## src/rtl/spi_flash_responder.sv

```systemverilog
// SPI mode-0 serial flash responder (READ 0x03, JEDEC ID 0x9F) sampled in an oversampling clk domain.
// Define SPI_FLASH_RESPONDER_FAST_READ_EN to add FAST READ (0x0B) with 8 dummy clocks.
module spi_flash_responder #(
  parameter logic [23:0] JEDEC_ID       = 24'hEF4016,
  parameter int unsigned MIN_OVERSAMPLE = 8
) (
  input  logic        clk,
  input  logic        reset_n,
  input  logic        flash_clk,
  input  logic        flash_csn,
  input  logic        flash_io0_in,
  output logic        flash_io1_out,
  output logic        flash_io1_en,
  output logic        mem_rd,
  output logic [23:0] mem_addr,
  input  logic [7:0]  mem_rdata
);

  typedef enum logic [2:0] {
    IDLE,
    CMD,
    ADDR,
`ifdef SPI_FLASH_RESPONDER_FAST_READ_EN
    DUMMY,
`endif
    DATA,
    ID,
    IGNORE
  } state_t;

  // Two sync stages plus the edge detector leave too little margin below this ratio.
  if (MIN_OVERSAMPLE < 4) begin : g_ratio_check
    $error("spi_flash_responder: MIN_OVERSAMPLE must be at least 4");
  end

  logic       sclk_meta, sclk_sync, sclk_prev;
  logic       csn_meta, csn_sync;
  logic       io0_meta, io0_sync;
  logic [1:0] sync_settle;
  logic       sclk_rise, sclk_fall;

  always_ff @(posedge clk) begin
    if (!reset_n) begin
      sclk_meta   <= 1'b0;
      sclk_sync   <= 1'b0;
      sclk_prev   <= 1'b0;
      csn_meta    <= 1'b1;
      csn_sync    <= 1'b1;
      io0_meta    <= 1'b0;
      io0_sync    <= 1'b0;
      sync_settle <= 2'b00;
    end else begin
      // NOTE: non-blocking assignments make each stage take the previous stage's old value,
      // which is what builds a real flop chain instead of collapsing it into one wire.
      sclk_meta   <= flash_clk;
      sclk_sync   <= sclk_meta;
      sclk_prev   <= sclk_sync;
      csn_meta    <= flash_csn;
      csn_sync    <= csn_meta;
      io0_meta    <= flash_io0_in;
      io0_sync    <= io0_meta;
      sync_settle <= {sync_settle[0], 1'b1};
    end
  end

  assign sclk_rise = sclk_sync & ~sclk_prev;
  assign sclk_fall = ~sclk_sync & sclk_prev;

  state_t      state;
  logic [4:0]  bit_cnt;
  logic [22:0] shift_in;
  logic [7:0]  data_byte;
  logic [2:0]  bit_idx;
  logic [1:0]  id_idx;
  logic        rd_pending;
  logic        armed;
  logic [7:0]  cmd_byte;
  logic [23:0] addr_word;
`ifdef SPI_FLASH_RESPONDER_FAST_READ_EN
  logic        fast_rd;
`endif

  assign cmd_byte  = {shift_in[6:0], io0_sync};
  assign addr_word = {shift_in[22:0], io0_sync};

  always_ff @(posedge clk) begin
    if (!reset_n) begin
      state         <= IDLE;
      bit_cnt       <= 5'd0;
      shift_in      <= 23'd0;
      data_byte     <= 8'd0;
      bit_idx       <= 3'd7;
      id_idx        <= 2'd0;
      rd_pending    <= 1'b0;
      armed         <= 1'b0;
      flash_io1_out <= 1'b0;
      flash_io1_en  <= 1'b0;
      mem_rd        <= 1'b0;
      mem_addr      <= 24'd0;
`ifdef SPI_FLASH_RESPONDER_FAST_READ_EN
      fast_rd       <= 1'b0;
`endif
    end else begin
      mem_rd     <= 1'b0;
      rd_pending <= mem_rd;
      if (rd_pending) data_byte <= mem_rdata;
      // Only a high csn seen after the synchronizers settle arms the next transfer,
      // so a csn already low when reset releases never looks like a fresh fall.
      if (sync_settle[1] && csn_sync) armed <= 1'b1;

      if (csn_sync) begin
        state         <= IDLE;
        bit_cnt       <= 5'd0;
        flash_io1_en  <= 1'b0;
        flash_io1_out <= 1'b0;
      end else begin
        case (state)
          IDLE: begin
            if (armed) begin
              state   <= CMD;
              bit_cnt <= 5'd0;
            end
          end
          CMD: begin
            if (sclk_rise) begin
              shift_in <= {shift_in[21:0], io0_sync};
              if (bit_cnt == 5'd7) begin
                bit_cnt <= 5'd0;
                bit_idx <= 3'd7;
`ifdef SPI_FLASH_RESPONDER_FAST_READ_EN
                fast_rd <= (cmd_byte == 8'h0B);
`endif
                case (cmd_byte)
                  8'h03: state <= ADDR;
`ifdef SPI_FLASH_RESPONDER_FAST_READ_EN
                  8'h0B: state <= ADDR;
`endif
                  8'h9F: begin
                    state     <= ID;
                    data_byte <= JEDEC_ID[23:16];
                    id_idx    <= 2'd1;
                  end
                  default: state <= IGNORE;
                endcase
              end else begin
                bit_cnt <= bit_cnt + 5'd1;
              end
            end
          end
          ADDR: begin
            if (sclk_rise) begin
              shift_in <= {shift_in[21:0], io0_sync};
              if (bit_cnt == 5'd23) begin
                bit_cnt  <= 5'd0;
                mem_rd   <= 1'b1;
                mem_addr <= addr_word;
`ifdef SPI_FLASH_RESPONDER_FAST_READ_EN
                state    <= fast_rd ? DUMMY : DATA;
`else
                state    <= DATA;
`endif
              end else begin
                bit_cnt <= bit_cnt + 5'd1;
              end
            end
          end
`ifdef SPI_FLASH_RESPONDER_FAST_READ_EN
          DUMMY: begin
            if (sclk_rise) begin
              if (bit_cnt == 5'd7) begin
                bit_cnt <= 5'd0;
                state   <= DATA;
              end else begin
                bit_cnt <= bit_cnt + 5'd1;
              end
            end
          end
`endif
          DATA: begin
            if (sclk_fall) begin
              flash_io1_en  <= 1'b1;
              flash_io1_out <= data_byte[bit_idx];
              // Prefetch as the last bit goes out; the byte lands two clk later, well before the next fall.
              if (bit_idx == 3'd0) begin
                bit_idx  <= 3'd7;
                mem_rd   <= 1'b1;
                mem_addr <= mem_addr + 24'd1;
              end else begin
                bit_idx <= bit_idx - 3'd1;
              end
            end
          end
          ID: begin
            if (sclk_fall) begin
              flash_io1_en  <= 1'b1;
              flash_io1_out <= data_byte[bit_idx];
              if (bit_idx == 3'd0) begin
                bit_idx <= 3'd7;
                case (id_idx)
                  2'd1:    data_byte <= JEDEC_ID[15:8];
                  2'd2:    data_byte <= JEDEC_ID[7:0];
                  default: data_byte <= 8'hFF;
                endcase
                if (id_idx != 2'd3) id_idx <= id_idx + 2'd1;
              end else begin
                bit_idx <= bit_idx - 3'd1;
              end
            end
          end
          IGNORE: begin
            flash_io1_en <= 1'b0;
          end
          default: state <= IDLE;
        endcase
      end
    end
  end

endmodule

```

## config.mk

```make
export PLATFORM = sky130hd
export DESIGN_NAME = spi_flash_responder
export DESIGN_NICKNAME = d
export VERILOG_FILES = /design/src/rtl/spi_flash_responder.sv
export SDC_FILE = /design/constraint.sdc
export NUM_CORES = 1
export LEC_CHECK = 0
export BUFFER_PORTS_ARGS = -buffer_cell sky130_fd_sc_hd__buf_2
export CAP_MARGIN = 20
export CORE_ASPECT_RATIO = 0.5
export CORE_MARGIN = 1.5
export CORE_UTILIZATION = 64
export CTS_CLUSTER_DIAMETER = 120
export CTS_CLUSTER_SIZE = 20
export DETAILED_ROUTE_END_ITERATION = 16
export GPL_TIMING_DRIVEN = 0
export HOLD_SLACK_MARGIN = 0.03
export MAX_ROUTING_LAYER = met4
export PLACE_DENSITY_LB_ADDON = 0.25
export SYNTH_ARGS = -nofsm -noshare
export SYNTH_HDL_FRONTEND = slang
export SYNTH_SLANG_ARGS = --single-unit
```

## constraint.sdc

```tcl
create_clock -name clk -period 3.4 [get_ports clk]
set_input_delay 0.34 -clock clk [delete_from_list [all_inputs] [get_ports clk]]
set_output_delay 0.34 -clock clk [all_outputs]
set_load 0.01 [all_outputs]
```

# After elaboration in Yosys (flattened, before gate mapping)
# Index checks and enable logic that the tools add are counted.
[totals]
regBits = 82
latchBits = 0
ramBits = 0
rom_bits = 0
in_bits = 13
output_inout_bits = 27
wordCells = 126
mem_count = 0
[classes]
n_addsub = 4
mul = 0
n_div = 0
magnitude_cmp = 1
n_eq_ne = 24
shift = 0
n_mux = 49
bitwise_logic = 7
n_reduce_logical = 20
[op_table]
columns = ["operator", "count"]
rows = [
  ["two-way mux 24 bit", 4],
  ["two-way mux 8 bit", 7],
  ["case mux 24 bit (2 select lines)", 1],
  ["case mux 8 bit (2 select lines)", 2],
  ["two-way mux 3 bit", 9],
  ["two-way mux 5 bit", 5],
  ["adder 24 x 1 -> 24 bit (second input constant)", 1],
  ["inequality test 2 bit (second input constant)", 11],
  ["case mux 5 bit (3 select lines)", 1],
  ["two-way mux 2 bit", 6],
  ["case mux 3 bit (2 select lines)", 2],
  ["case mux 3 bit (4 select lines)", 1],
  ["AND reduction 6 bit", 2],
  ["== test 8 x 2 -> 1 bit (second input constant)", 1],
  ["== test 8 bit (second input constant)", 1],
  ["AND reduction 8 bit", 1],
  ["nonzero test 2 bit", 4],
  ["two-way mux 1 bit", 7],
  ["== test 3 x 2 -> 1 bit (second input constant)", 2],
  ["== test 3 bit (second input constant)", 2],
  ["logical NOT 3 bit", 2],
  ["OR reduction 2 bit", 3],
  ["adder 5 x 1 -> 5 bit (second input constant)", 1],
  ["== test 5 x 3 -> 1 bit (second input constant)", 1],
  ["20 further kinds", 28],
]

# Depth between registers and ports, before layout
# Gate-level depths: netlist of run 1.
[logic_depth]
depth_word = 6
mapped_depth = 8
depth_no_buf = 7

# Least setup slack after synthesis of run 1
# OpenSTA, ideal clock, no wires.
[synth_timing]
kind = "flip-flop to flip-flop"
from = "register bit_idx[0]"
to = "register mem_addr[23]"
setup_ps = 122
t_arrival_ps = 1795
required_time_ps = 3278
slack_ps = 1483
stages_incl_launch_ff = 9
path_buffers = 1
period_less_slack_ps = 1917
path_cell_list = "dfxtp_1 -> inv_1 -> ha_1 -> and4bb_2 -> a32o_1 -> nand2_1 -> buf_2 -> a21oi_1 -> a311o_1"
[synth_between]
elab_chain_cells = 3
[synth_rtl]
columns = ["item", "line", "source"]
rows = [
  ["start, declared", "73", "logic [2:0] bit_idx;"],
  ["start signal, assigned", "189", "bit_idx <= bit_idx - 3'd1;"],
  ["start signal, assigned", "206", "bit_idx <= bit_idx - 3'd1;"],
  ["logical NOT 3 bit", "184", "if (bit_idx == 3'd0) begin"],
  ["inequality test 2 bit (no source line)", "--", ""],
  ["AND reduction 6 bit (no source line)", "--", ""],
  ["end signal, assigned", "156", "mem_addr <= addr_word;"],
  ["end signal, assigned", "187", "mem_addr <= mem_addr + 24'd1;"],
  ["end, declared", "15", "output logic [23:0] mem_addr,"],
]
# No other way between the ends.
# A chain may end at the register's enable or synchronous reset.

# Final worst setup path of run 1
# Same ends and word-level chain as after synthesis.

==> results of run 1 <==
## cells by family after synthesis
logic type                 synth area share (%)
DFF                                       38.35
adders and majority gates                 2.046
AOI/OAI and AO/OA                         19.09
and+or+nand+nor                           26.95
buffers and inverters                     4.121
muxes                                     8.828
xor gates and xnor gates                 0.6140
## worst max-delay path by stage
stage,to,depth (start not counted)
2_1_floorplan,mem_addr[23],8
3_5_place_dp,mem_addr[23],8
6_report,mem_addr[23],8
4_1_cts,mem_addr[23],8
5_1_grt,mem_addr[23],8
3_3_place_gp,mem_addr[23],8
## synthesized netlist by cell type (3+ instances only)
library cell  count
o31a_1            3
nand3b_1          5
a21oi_1          29
a31oi_1          11
o211ai_1          5
nor2_1           35
a41oi_1           4
nand3_1          27
and3_1            5
nor2b_1          30
nand4_1           7
o2bb2ai_1         7
buf_2            12
mux2i_1          31
o31ai_1           3
dfxtp_1          82
ha_1              7
o21ai_0          23
or3_1             4
nor4_1            7
a211oi_1          3
inv_1             9
o21ai_1           4
nand2b_1          7
nor3_1           10
a21o_1            3
o22ai_1           3
nand2_1          38
o21a_1            4
clkbuf_1         15
and2_1           10
## power by group
part	total [mW]	internal [mW]	switching [mW]
Clock	1.05	0.680	0.374
Sequential	0.969	0.967	0.00279
Combinational	0.0543	0.0204	0.0339
Total	2.08	1.67	0.411
## layer usage
metal / share of wire [%] / track usage, % / vias up / wire length, µm
met4: 1.7 / 12.56 / 0 / 193
met2: 46 / 54.90 / 221 / 5178
li1: - / - / 1903 / -
met5: 0 / - / - / 0
met1: 43 / 40.61 / 1929 / 4896
met3: 8.8 / 9.398 / 25 / 993
## stage by stage
step | utilization (%) | cell area [µm²] | hold WS [ns]
finish | 78.42 | 4906 | 0.1928
global route | 78.42 | 4906 | 0.1884
CTS | 78.42 | 4906 | 0.1923
detailed placement | 73.30 | 4586 | 0.4006
global placement | 73.30 | 4586 | 0.3908
floorplan | - | 4280 | 0.3677
## area by class of cell
class / instances / share of cell area (%)
Multi-Input combinational cell: 371 / 50.19
Sequential cell: 82 / 33.46
Clock buffer: 13 / 5.305
Timing Repair Buffer: 39 / 3.979
Buffer: 31 / 2.831
Tap cell: 88 / 2.244
Clock inverter: 2 / 1.224
Inverter: 10 / 0.7651
## registers in the layout, summed over array words and instances (netlist names), 2 cells and up
name,flops
data_byte,8
shift_in,23
mem_addr,24
id_idx,2
bit_cnt,5
sync_settle,2
state,3
bit_idx,3
==> metrics.csv, run 1 <==
stage;metric;value;unit
timing;final worst slack;1.025;ns
timing;Final Hold Viols;0;
drt;post-route ant nets;0;
drt;DRC;0;
critical_path;CP arrival;2.60;ns
yosys;Synth cell types;65;
layout;most frequent cells in the layout;dfxtp_1, buf_2, nand2_1, nor2_1, mux2i_1;
critical_path;r2r setup slk;1.03;ns
drt;DRT iter0 DRCs;432;
worst_hold_path;hold path endpoint;csn_meta;
drt;drt pass-1 iters;5;
placement;Port Buf Inserts;39;
critical_path;Setup CP Type;register to register;
floorplan;chip height;60.83;µm
critical_path;worst path cell trace;inv_1 > ha_1 > and4bb_2 > a32o_1 > nand2_1 > buf_2 > a21oi_1 > a311o_1;
clock_network;Root Buffer;clkbuf_16;
layout;layout cells sized above 1;16.06;%
yosys;Syn. warnings;0;
clock_network;CTS max path bufs;2;
grt;largest net degree at the start of global routing;13;
floorplan;# rows;20;
floorplan;die width;118.7;µm
yosys;number of synthesized register bits;82;
grt;global-route wire length before repair;18080;µm
drt;number of vias per cell;6.412;
floorplan;IO Count;40;
drt;Routed WL per cell;17.71;µm
grt;global route total overflow;0;
flow_run;max cap viols;0;
yosys;largest area contributor in the netlist;dfxtp_1;
timing;max_slew headroom;56.54;%
clock_network;CTS clock-pin slew for the worst setup and hold paths;0.06;ns
grt;vias in the first global route;3756;
yosys;sequential share of the synthesized area;38.35;%
timing;RSZ-0062 raised after global routing;no;
clock_network;Resized cells post-CTS;0;
layout;area taken by multi-input logic gates;2462;µm²
critical_path;R2R depth;8;
critical_path;slowest CP cell;dfxtp_1;
critical_path;Setup crit end kind;register;
yosys;Synth area leaders;dfxtp_1, mux2i_1, nor2b_1;
clock_network;TritonCTS clock tree;yes;
outcome;run status;complete, no violations;
layout;commonest non-fill, non-tap cell in the layout;dfxtp_1;
placement;DP Cell Count;621;
timing;final period utilization;69.84;%
drt;vias post-DR;4078;
clock_network;post-CTS setup buffers;0;
critical_path;WP buf/inv;2;
yosys;Post-synth ARST share;0;%
layout;Net count, final;564;
timing;Final Slew Violations;0;
placement;Final HPWL DP;7763;µm
critical_path;Crit path max-delay family;simple AND/OR/NAND/NOR gates;
placement;Final GP Congestion;0.9468;
clock_network;Hold Buf Count CTS;0;
clock_network;CTS sink cnt;82;
timing;Slew @ Worst Pin;0.6459;ns
timing;clock period minus worst slack;2.375;ns
layout;register area;1642;µm²
critical_path;crit-path max FO;10;
pwr;Pwr per Cell Area;423.5;nW/µm²
timing;# setup viols final;0;
critical_path;reg2reg end;mem_addr[23];
yosys;Post-synth EDFFs;0;
grt;Overall Global Routing Usage;33.55;%
worst_hold_path;Hold Path Class;primary input to register;
floorplan;Die Area;7218;µm²
clock_network;worst skew pair latency;0.35;ns
yosys;Top FF cell, synth;dfxtp_1;
layout;# fillers;437;
worst_hold_path;Min-Delay Startpoint;flash_csn;
pwr;Peak VDD IR;0.0002635;V
layout;antenna cells;0;
timing;clk_skew;0.006616;ns
worst_hold_path;worst hold path stage count;2;
yosys;syn avg cell area;8.665;µm²
layout;fin cells;636;
clock_network;H-tree Lvls;3;
critical_path;crit path from;bit_idx[0];
layout;Area Overhead vs Synth;14.62;%
pwr;overall power;2.078;mW
yosys;Yosys top cell area share;38.35;%
clock_network;CTS Buf Count;9;
critical_path;largest stage delay on the critical path;0.45;ns
yosys;Post-Synthesis Cells;494;
timing;setup TNS;0;ns
grt;initial antenna violation count;0;
timing;maximum clock rate;421.1;MHz
yosys;Mapped Nets;514;
placement;worst slack, placed;1.106;ns
pwr;Leak;1.819;nW
yosys;Syn Std Cell Area;4280;µm²
floorplan;core region area;6256;µm²
critical_path;worst r2r src;bit_idx[0];
critical_path;Worst EP required;3.63;ns
critical_path;critical path startpoint category;register;
drt;routed wire length;11260;µm
floorplan;Initial Util;68.42;%
No activity file was read; power rests on OpenSTA's default activity.
==> run 2: changes to the inputs <==
Settings changed: CORE_UTILIZATION 64 to 54.
Clock period 3.4 ns to 2 ns, I/O delays scaled along.
==> metrics.csv, run 2 (same netlist as run 1, synthesis figures left out) <==
stage;metric;value;unit
floorplan;IO Count;40;
clock_network;CTS clock-pin slew for the worst setup and hold paths;0.06;ns
clock_network;worst skew pair latency;0.34;ns
layout;most frequent cells in the layout;dfxtp_1, buf_2, nand2_1, nor2_1, mux2i_1;
timing;Final Slew Violations;0;
layout;largest register by flop count;mem_addr;
grt;Overall Global Routing Usage;28.94;%
pwr;Pwr per Cell Area;652.8;nW/µm²
timing;final period utilization;98.49;%
drt;DRT iter0 DRCs;552;
timing;clk_skew;0.004894;ns
clock_network;CTS Buf Count;9;
placement;Final HPWL DP;7957;µm
layout;Net count, final;567;
grt;vias in the first global route;3723;
grt;met1 usage;37.66;%
critical_path;largest stage delay on the critical path;0.58;ns
critical_path;Setup CP Type;primary input to register;
outcome;run status;complete, no violations;
clock_network;TritonCTS clock tree;yes;
grt;largest net degree at the start of global routing;14;
placement;Port Buf Inserts;39;
placement;Final GP Congestion;0.9405;
critical_path;slowest CP cell;clkbuf_1;
grt;global route total overflow;0;
critical_path;worst r2r src;state[1];
critical_path;critical path startpoint category;primary input;
layout;layout cells sized above 1;19.42;%
clock_network;H-tree Lvls;3;
clock_network;Root Buffer;clkbuf_16;
critical_path;worst path cell trace;buf_2 > clkbuf_1 > clkbuf_1 > clkbuf_1 > nand3_1 > o21ai_0;
clock_network;Hold Buf Count CTS;0;
critical_path;WP buf/inv;4;
flow_run;max cap viols;0;
layout;max reg flops;24;
layout;commonest non-fill, non-tap cell in the layout;dfxtp_1;
drt;vias post-DR;4053;
floorplan;Initial Util;57.17;%
drt;Routed WL per cell;17.33;µm
timing;hold slack;0.05209;ns
critical_path;crit-path max FO;10;
critical_path;reg2reg end;mem_addr[8];
worst_hold_path;worst hold path stage count;2;
timing;Final Hold Viols;0;
drt;DRC;0;
timing;max_slew headroom;54.97;%
pwr;Leak;1.891;nW
drt;post-route ant nets;0;
critical_path;r2r setup slk;0.07;ns
pwr;Peak VDD IR;0.0004328;V
clock_network;CTS max path bufs;2;
floorplan;chip height;65.96;µm
placement;worst slack, placed;-0.2918;ns
grt;M3 GR Usage;7.282;%
critical_path;Worst EP required;2.25;ns
worst_hold_path;Min-Delay Startpoint;flash_csn;
grt;initial antenna violation count;0;
timing;clock period minus worst slack;1.970;ns
worst_hold_path;Hold Path Class;primary input to register;
critical_path;CP arrival;2.22;ns
worst_hold_path;hold path endpoint;csn_meta;
layout;final instance area;4997;µm²
drt;routed wire length;11420;µm
critical_path;Most common cell on crit path;clkbuf_1;
layout;antenna cells;0;
layout;Area Overhead vs Synth;16.75;%
critical_path;R2R depth;7;
layout;largest registers;mem_addr (24), shift_in (23), data_byte (8);
floorplan;Die Area;8502;µm²
critical_path;Crit path max-delay family;buffers and inverters;
placement;Placed Instance Area;4611;µm²
drt;number of vias per cell;6.150;
critical_path;Setup crit end kind;register;
clock_network;CTS sink cnt;82;
timing;maximum clock rate;507.7;MHz
floorplan;die width;128.9;µm
grt;met2 GRT Util;45.19;%
timing;Slew @ Worst Pin;0.6755;ns
layout;Util after Layout;66.74;%
timing;# setup viols final;0;
grt;global routing's busiest layer;met2;
floorplan;core region area;7487;µm²
drt;drt pass-1 iters;7;
floorplan;# rows;22;
grt;global-route wire length before repair;18440;µm
timing;final worst slack;0.03018;ns
run 2: worst max-delay path by stage:
stage,start,end,slack (ns),cells after the start
after floorplan,bit_idx[0],mem_addr[23],0.08,8
after global placement,bit_idx[0],mem_addr[23],-0.24,8
after detailed placement,bit_idx[0],mem_addr[23],-0.29,8
after CTS,bit_idx[0],mem_addr[16],0.02,8
after global routing,bit_cnt[0],data_byte[3],-0.003,7
final,reset_n,mem_addr[8],0.03,6
run 2: worst reg2reg max path: cells and delay by family, from the launching register on:
family	cells	cell delay (ns)
and+or+nand+nor	2	0.32
AOI/OAI and AO/OA	2	0.45
DFF	1	0.38
buffers and inverters	3	0.70
run 2: metrics by stage:
step	power, mW	TNS, ns	std cells
after global placement	1.773	-2.850	641
after CTS	3.277	0	657
after global routing	3.356	-0.004126	659
final	3.262	0	659
after detailed placement	1.775	-3.991	641
after floorplan	1.737	0	494
run 2: per-layer routing:
layer  routed length (µm)  part of all wire [%]  vias to the layer above
met5                    0                     0                        -
met4                  125                   1.1                        0
met3                  914                   8.0                       18
met1                 5202                    46                     1920
met2                 5175                    45                      194
li1                     -                     -                     1921
run 2: what timing repair did:
action	4_1_cts	5_1_grt
endpoints found under the setup margin	28	30
gates resized for setup	11	19
pin swaps	1	1
setup buffers	1	3
run 2: final cells by class:
type | count | area, µm²
buffer | 30 | 160.2
clock inverter | 4 | 28.78
timing repair buffer | 43 | 225.2
tap | 108 | 135.1
multi-input combinational | 371 | 2519
sequential | 82 | 1649
clock buffer | 11 | 242.7
fill | 638 | 2490
inverter | 10 | 37.54
run 2: power breakdown:
part	switching, mW	internal (mW)	leakage, nW
Clock	0.656	0.868	0.128
Sequential	0.00724	1.64	0.663
Combinational	0.0556	0.0345	1.10
==> run 3: changes to the inputs <==
Settings changed: CELL_PAD_IN_SITES_DETAIL_PLACEMENT set to 0, CELL_PAD_IN_SITES_GLOBAL_PLACEMENT set to 1, CORE_UTILIZATION 54 to 41.
==> metrics.csv, run 3 (same netlist as run 1, synthesis figures left out) <==
stage;metric;value;unit
placement;Final HPWL DP;8440;µm
pwr;P_sw;0.7732;mW
grt;met1 usage;31.56;%
clock_network;CTS max path bufs;2;
placement;Final GP Congestion;0.9190;
critical_path;critical path startpoint category;primary input;
timing;# setup viols final;0;
layout;antenna cells;0;
placement;Port Buf Inserts;39;
grt;global route total overflow;0;
clock_network;TritonCTS clock tree;yes;
clock_network;CTS sink cnt;82;
timing;clk_skew;0.008383;ns
timing;max_slew headroom;50.55;%
critical_path;crit-path max FO;10;
flow_run;max cap viols;0;
pwr;Logic pwr share;2.7;%
floorplan;chip height;75.25;µm
clock_network;Hold Buf Count CTS;0;
grt;global-route wire length before repair;18750;µm
drt;Routed WL per cell;17.12;µm
pwr;Pwr per Cell Area;677.0;nW/µm²
pwr;internal cell power;2.653;mW
layout;final instance area;5061;µm²
placement;worst slack, placed;-0.3056;ns
timing;maximum clock rate;519.0;MHz
clock_network;CTS clock-pin slew for the worst setup and hold paths;0.07;ns
layout;layout cells sized above 1;19.71;%
drt;DRT iter0 DRCs;293;
floorplan;# rows;26;
layout;Area Overhead vs Synth;18.24;%
worst_hold_path;Hold Path Class;primary input to register;
floorplan;die width;147.5;µm
layout;Net count, final;568;
drt;DRC;0;
floorplan;Die Area;11100;µm²
timing;Slew @ Worst Pin;0.7418;ns
timing;final period utilization;96.34;%
critical_path;Worst EP required;2.29;ns
critical_path;CP arrival;2.21;ns
timing;clock period minus worst slack;1.927;ns
pwr;Leak;1.889;nW
placement;Placed Instance Area;4651;µm²
clock_network;H-tree Lvls;3;
pwr;switching fraction of total power;22.57;%
grt;M3 GR Usage;4.545;%
critical_path;r2r setup slk;0.08;ns
timing;Final Slew Violations;0;
drt;post-route ant nets;0;
clock_network;Root Buffer;clkbuf_16;
floorplan;core region area;10180;µm²
timing;Final Hold Viols;0;
clock_network;CTS Buf Count;9;
pwr;Reg power frac;48.1;%
layout;max reg flops;24;
floorplan;IO Count;40;
grt;Overall Global Routing Usage;22.71;%
critical_path;Setup CP Type;primary input to register;
drt;vias post-DR;3898;
drt;routed wire length;11870;µm
grt;global routing's busiest layer;met2;
layout;largest register by flop count;mem_addr;
pwr;Peak VDD IR;0.0004044;V
drt;drt pass-1 iters;5;
layout;most frequent cells in the layout;dfxtp_1, buf_2, nand2_1, nor2_1, mux2i_1;
grt;largest net degree at the start of global routing;15;
critical_path;Setup crit end kind;register;
timing;RSZ-0062 raised after global routing;yes;
clock_network;worst skew pair latency;0.35;ns
outcome;run status;complete, no violations;
drt;number of vias per cell;5.625;
layout;commonest non-fill, non-tap cell in the layout;dfxtp_1;
layout;largest registers;mem_addr (24), shift_in (23), data_byte (8);
grt;initial antenna violation count;0;
pwr;Clock Power Share;49.2;%
grt;met2 GRT Util;33.18;%
grt;vias in the first global route;3471;
floorplan;Initial Util;42.04;%
timing;final worst slack;0.07312;ns
## run 3: timing repair
item,4_1_cts,5_1_grt
pin swaps,1,3
setup buffers,1,4
gates resized for setup,9,20
endpoints found under the setup margin,30,31
## run 3: per-stage QoR
step	setup TNS (ns)	hold WS (ns)	std cells	util [%]	power, mW
after detailed placement	-4.831	0.3877	673	45.67	1.777
after global placement	-5.275	0.3806	673	45.67	1.777
after global routing	-0.02130	0.04026	693	49.71	3.517
after CTS	0	0.03150	690	48.96	3.438
final	0	0.03058	693	49.71	3.426
after floorplan	0	0.2277	494	-	1.737
## run 3: final timing paths
path	from	end	cells after the start
setup reg to reg	bit_idx[0]	mem_addr[21]	8
hold reg to reg	csn_meta	csn_sync	1
hold / removal	flash_csn	csn_meta	2
setup / recovery	reset_n	mem_addr[12]	5
## run 3: routing by layer
metal,up-vias,part of all wire (%)
li1,1926,-
met1,1830,51
met2,127,42
met3,15,6.4
met4,0,1.2
met5,-,0
## run 3: worst max-delay path: stages
cell      delay (ns)
buf_2           0.18
clkbuf_1        0.42
clkbuf_1        0.46
clkbuf_1        0.63
o221a_2         0.32
## run 3: area by class of cell
class	instances	area, µm²
Fill cell	1029	5121
Multi-Input combinational cell	371	2512
Sequential cell	82	1649
Clock buffer	11	232.7
Timing Repair Buffer	44	232.7
Tap cell	140	175.2
Buffer	30	158.9
Clock inverter	5	62.56
Inverter	10	37.54
## run 3: power by group through the flow
stage	logic [mW]	clock network [mW]	registers, mW
after floorplan	0.0552	0	1.68
after global placement	0.0932	0	1.68
after detailed placement	0.0930	0	1.68
after CTS	0.0934	1.70	1.65
after global routing	0.0984	1.77	1.65
final	0.0915	1.69	1.65
